--- config.mk ---
export PLATFORM = sky130hd
export DESIGN_NAME = jk_cmd_sequencer
export DESIGN_NICKNAME = d
export VERILOG_FILES = /design/src/rtl/jk_cmd_sequencer.sv
export SDC_FILE = /design/constraint.sdc
export NUM_CORES = 1
export LEC_CHECK = 0
export BUFFER_PORTS_ARGS = -buffer_cell sky130_fd_sc_hd__buf_2
export CORE_MARGIN = 2
export CORE_UTILIZATION = 35
export CTS_BUF_LIST = sky130_fd_sc_hd__clkbuf_16
export DETAILED_ROUTE_END_ITERATION = 8
export HOLD_SLACK_MARGIN = 0.12
export SYNTH_ARGS = -nofsm -noshare
export SYNTH_HDL_FRONTEND = slang
export SYNTH_SLANG_ARGS = --single-unit
--- constraint.sdc ---
create_clock -name clk -period 2.75 [get_ports clk]
set_clock_uncertainty 0.1 [all_clocks]
set_input_delay 0.1375 -clock clk [delete_from_list [all_inputs] [get_ports clk]]
set_output_delay 0.1375 -clock clk [all_outputs]
set_load 0.1 [all_outputs]
--- src/rtl/jk_cmd_sequencer.sv ---
// jk_cmd_sequencer: command stage in front of a JK flip-flop.
// Commands {op,cnt} are accepted over valid/ready into a small FIFO. Each one
// is replayed onto registered J/K outputs for cnt+1 cycles. Back-to-back
// commands issue with no idle cycle between them.
// Optional build macro JK_SEQ_SHADOW_EN adds a shadow model of the flip-flop
// output (q_model) and a sticky divergence flag against the real q (mismatch).
module jk_cmd_sequencer #(
   parameter int DEPTH = 4,
   parameter int CNT_W = 4
) (
   input  logic             clk,
   input  logic             reset,
   input  logic             in_valid,
   input  logic [1:0]       in_op,
   input  logic [CNT_W-1:0] in_cnt,
   output logic             in_ready,
   output logic             J,
   output logic             K,
   output logic             busy,
   output logic             cmd_done
`ifdef JK_SEQ_SHADOW_EN
   ,
   input  logic             q_fb,
   output logic             q_model,
   output logic             mismatch
`endif
);

   localparam int PTR_W = $clog2(DEPTH);

   typedef enum logic {
      IDLE  = 1'b0,
      ISSUE = 1'b1
   } state_t;

   // FIFO storage and pointers; pointers carry one extra wrap bit
   logic [CNT_W+1:0] mem [DEPTH];
   logic [PTR_W:0]   wr_ptr_reg, wr_ptr_next;
   logic [PTR_W:0]   rd_ptr_reg, rd_ptr_next;
   logic             full, empty, push, pop;
   logic [1:0]       head_op;
   logic [CNT_W-1:0] head_cnt;

   // Executor state
   state_t           state_reg, state_next;
   logic [1:0]       op_reg, op_next;
   logic [CNT_W-1:0] rem_reg, rem_next;
   logic             j_reg, j_next;
   logic             k_reg, k_next;
   logic             done_reg, done_next;

   assign empty    = (wr_ptr_reg == rd_ptr_reg);
   assign full     = (wr_ptr_reg[PTR_W] != rd_ptr_reg[PTR_W]) &&
                     (wr_ptr_reg[PTR_W-1:0] == rd_ptr_reg[PTR_W-1:0]);
   assign in_ready = reset && !full;
   assign push     = in_valid && in_ready;
   assign head_op  = mem[rd_ptr_reg[PTR_W-1:0]][CNT_W+1:CNT_W];
   assign head_cnt = mem[rd_ptr_reg[PTR_W-1:0]][CNT_W-1:0];

   assign J        = j_reg;
   assign K        = k_reg;
   assign busy     = (state_reg == ISSUE);
   assign cmd_done = done_reg;

   // FIFO write port; the entry is captured on every accepted push
   always_ff @(posedge clk) begin
      if (push) begin
         mem[wr_ptr_reg[PTR_W-1:0]] <= {in_op, in_cnt};
      end
   end

   // Next-state, pop decision and next values of the registered J/K/done drives
   always_comb begin
      state_next = state_reg;
      op_next    = op_reg;
      rem_next   = rem_reg;
      pop        = 1'b0;
      case (state_reg)
         IDLE: begin
            if (!empty) begin
               pop        = 1'b1;
               state_next = ISSUE;
               op_next    = head_op;
               rem_next   = head_cnt;
            end
         end
         ISSUE: begin
            if (rem_reg != '0) begin
               rem_next = rem_reg - CNT_W'(1);
            end else if (!empty) begin
               // Last cycle of this command: chain straight into the next one
               pop      = 1'b1;
               op_next  = head_op;
               rem_next = head_cnt;
            end else begin
               state_next = IDLE;
            end
         end
         default: state_next = IDLE;
      endcase
      // op encoding maps directly: J = op[1], K = op[0] (hold gives 0/0)
      j_next      = (state_next == ISSUE) && op_next[1];
      k_next      = (state_next == ISSUE) && op_next[0];
      done_next   = (state_next == ISSUE) && (rem_next == '0);
      wr_ptr_next = wr_ptr_reg + {{PTR_W{1'b0}}, push};
      rd_ptr_next = rd_ptr_reg + {{PTR_W{1'b0}}, pop};
   end

   // State, pointer and output registers with synchronous active-low reset
   always_ff @(posedge clk) begin
      if (!reset) begin
         state_reg  <= IDLE;
         op_reg     <= 2'b00;
         rem_reg    <= '0;
         j_reg      <= 1'b0;
         k_reg      <= 1'b0;
         done_reg   <= 1'b0;
         wr_ptr_reg <= '0;
         rd_ptr_reg <= '0;
      end else begin
         state_reg  <= state_next;
         op_reg     <= op_next;
         rem_reg    <= rem_next;
         j_reg      <= j_next;
         k_reg      <= k_next;
         done_reg   <= done_next;
         wr_ptr_reg <= wr_ptr_next;
         rd_ptr_reg <= rd_ptr_next;
      end
   end

`ifdef JK_SEQ_SHADOW_EN
   logic q_model_reg;
   logic mismatch_reg;

   assign q_model  = q_model_reg;
   assign mismatch = mismatch_reg;

   // Shadow flip-flop follows the op being driven; divergence latches until reset
   always_ff @(posedge clk) begin
      if (!reset) begin
         q_model_reg  <= 1'b0;
         mismatch_reg <= 1'b0;
      end else begin
         if (state_reg == ISSUE) begin
            case (op_reg)
               2'b01:   q_model_reg <= 1'b0;
               2'b10:   q_model_reg <= 1'b1;
               2'b11:   q_model_reg <= ~q_model_reg;
               default: q_model_reg <= q_model_reg;
            endcase
         end
         if (q_fb != q_model_reg) begin
            mismatch_reg <= 1'b1;
         end
      end
   end
`endif

endmodule

==> metrics.csv <==
stage;metric;value;unit
run_status;status;finished clean;
critical_path;start_kind;flop;
floorplanning;ios;14;
power_and_ir_drop;ir_drop;0.465;mV
sta;worst_pin_slew;489;ps
sta;drv_slew;0;
power_and_ir_drop;netSwitchingFraction;0.330;
floorplanning;die-area;0.00528;mm^2
placement;dp_hpwl;1920;um
drt;drc_errors;0;
floorplanning;start_util;0.371;
synth;synth_seq_cells;40;
sta;slew_headroom;0.676;
placement;port_buffers;13;
power_and_ir_drop;power.leakage;0.000799;uW
drt;wl_per_cell;14.0;um
finish;drive_gt1_frac;0.232;
critical_path;timing.rr.start;rem_reg[0]$_SDFF_PN0_;
synth;async_reset_ff_frac;0;
sta;hold_viol;0;
critical_path;endpoint_kind;flop;
global_route;grt_pass1_vias;922;
drt;vias;905;
drt;viasPerCell;4.76;
power_and_ir_drop;sequentialPowerShare;0.370;
critical_path;cp_max_fo;5;
sta;rsz0062_at_grt;no;
floorplanning;dieHeight;72.6;um
global_route;grt_pass1_wl;4470;um
critical_path;slowest_delay;430;ps
finish;final_util;0.460;
critical_path;cp_slowest_cell;or3b_1;
finish;largest_reg_flops;24;
critical_path;crit_required;2840;ps
critical_path;cp_cell_sequence;inv_1, ha_1, or3b_1, a32oi_2, mux2i_1, nand3b_1, nor4_2;
sta;fin_setup_tns;0;ps
power_and_ir_drop;p_int;1400;uW
synth;yosys_warnings;0;
global_route;grt_start_max_net_pins;15;
finish;final_nets;151;
synth;synth_area;0.00165;mm^2
synth;yosysUniqueCellTypes;31;
critical_path;cp.arrival;2280;ps
clock_tree;cts_tree;done;
sta;setup_viol;0;
clock_tree;clockBufferDepth;2;
global_route;busiest_layer;met2;
clock_tree;postCtsResizedCells;0;
hold_path;hold_start;in_valid;
sta;setup_ws;564;ps
finish;stdcell_area;0.00205;mm^2
sta;finalCriticalPeriod;2190;ps
placement;place_area;0.00180;mm^2
placement;gp_congestion;0.709;
synth;synthCells;108;
finish;fillers;392;
synth;synth_area_leader_cell;edfxtp_1;
sta;hold_slack;265;ps
global_route;grt_overflow;0;
hold_path;min_path_type;in2reg;
finish;n_antenna_cell;0;
power_and_ir_drop;powerDensity;1020;mW/mm^2
synth;synth_area_leaders;edfxtp_1 44%, dfxtp_1 19%, mux4_1 8.0%;
synth;synth_edf_count;24;
synth;synth-seq-area-share;0.631;
clock_tree;clock_sinks;40;
clock_tree;clk_latency;280;ps
floorplanning;die_x;72.6;um
global_route;grt_use_met1;0.155;
global_route;track_usage;0.116;
floorplanning;row_count;24;
clock_tree;clockRootBuffer;clkbuf_16;
placement;dp_slack;547;ps
power_and_ir_drop;p_sw;688;uW
finish;syn_to_final_growth;24.1;%
global_route;use_met3;0.0331;
drt;drt_iter0_drc;57;
synth;synth_top_area_frac;0.437;
floorplanning;coreArea;0.00444;mm^2
drt;drtPass1Iterations;4;
finish;mostFrequentLayoutCell;edfxtp_1;
synth;syn-num-nets;122;
clock_tree;cts_htree_levels;2;
critical_path;startpoint;rem_reg[0]$_SDFF_PN0_;
synth;synthFlopType;edfxtp_1;
critical_path;crit_type;reg2reg;
sta;period_share;0.795;
global_route;antenna_found_initial;0;
clock_tree;clkTransAtPathRegs;60;ps
power_and_ir_drop;pwr-share-comb;0.314;
synth;synth.avg_cell_area;15.3;um^2
power_and_ir_drop;power.share.clock;0.316;
drt;drtAntennaViolNets;0;
sta;max_freq;457;MHz
global_route;use_met2;0.180;
finish;final_cell_mix;24 x edfxtp_1, 16 x dfxtp_1, 13 x buf_2;
clock_tree;cts_buffers;5;
job;maxCapViolCount;0;
drt;wirelength;2660;um
## synth_stat cells (2+ instances only)
master and number:
nor2_1 9, nor3_1 3, nand2_1 3, a22o_1 2, xnor2_1 5, dfxtp_1 16, ha_1 5, buf_6 2
mux4_1 5, mux2i_1 6, edfxtp_1 24, inv_1 4, and2_1 6
## worst max-delay path, delay by kind of cell (launching register included)
kind | cells | cell delay, ps
AOI/OAI and AO/OA | 1 | 340
muxes | 1 | 280
buffers and inverters | 1 | 60
DFF | 1 | 330
adders and majority gates | 1 | 190
and+or+nand+nor | 3 | 800
## what timing repair did
| action | CTS | global route |
|---|---|---|
| setup buffers | 0 | 0 |
| endpoints found under the hold margin | 32 | 0 |
| hold buffers | 7 | 0 |
## worst paths after layout
| check | to | slack (ps) | cells past startpoint |
|---|---|---|---|
| worst max-delay path | cmd_done$_SDFF_PN0_ | 560 | 7 |
| worst min-delay path | wr_ptr_reg[0]$_SDFF_PN0_ | 270 | 5 |
| worst max register to register | cmd_done$_SDFF_PN0_ | 560 | 7 |
| worst min register to register | op_reg[0]$_SDFF_PN0_ | 420 | 2 |
## per-stage QoR
stage / power (uW) / std cells
after CTS: 2110 / 190
final: 2090 / 190
after detailed placement: 1440 / 175
after global placement: 1430 / 175
after global routing: 2200 / 190
after floorplan: 1330 / 108
## cell families (layout without fill, tap and decap cells)
kind of cell	Yosys count	count (layout)	share of synthesized area
DFF	40	40	0.631
and+or+nand+nor	29	29	0.0979
muxes	13	13	0.137
buffers and inverters	8	38	0.0281
AOI/OAI and AO/OA	7	7	0.0364
xor gates and xnor gates	6	6	0.0319
adders and majority gates	5	5	0.0379
## metal layers
metal  vias up  routed length [um]
li1        461                   -
met1       426                1300
met2        13                1230
met3         5                  88
met4         0                  37
met5         -                   0
## area by class of cell
class                           instances  area, um^2  share of cell area
Clock buffer                            5         125              0.0612
Clock inverter                          3        46.3              0.0226
Inverter                                5        18.8             0.00917
Multi-Input combinational cell         60         577               0.282
Sequential cell                        40        1040               0.509
Tap cell                               52        65.1              0.0318
Timing Repair Buffer                   25         173              0.0844
## power by group through the flow
stage          Sequential (uW)  Clock, uW  Combinational, uW
2_1_floorplan              911          0                421
3_3_place_gp               784          0                648
3_5_place_dp               785          0                655
4_1_cts                    773        675                664
5_1_grt                    783        695                726
6_report                   773        661                656
(Power assumes the default switching activity.)
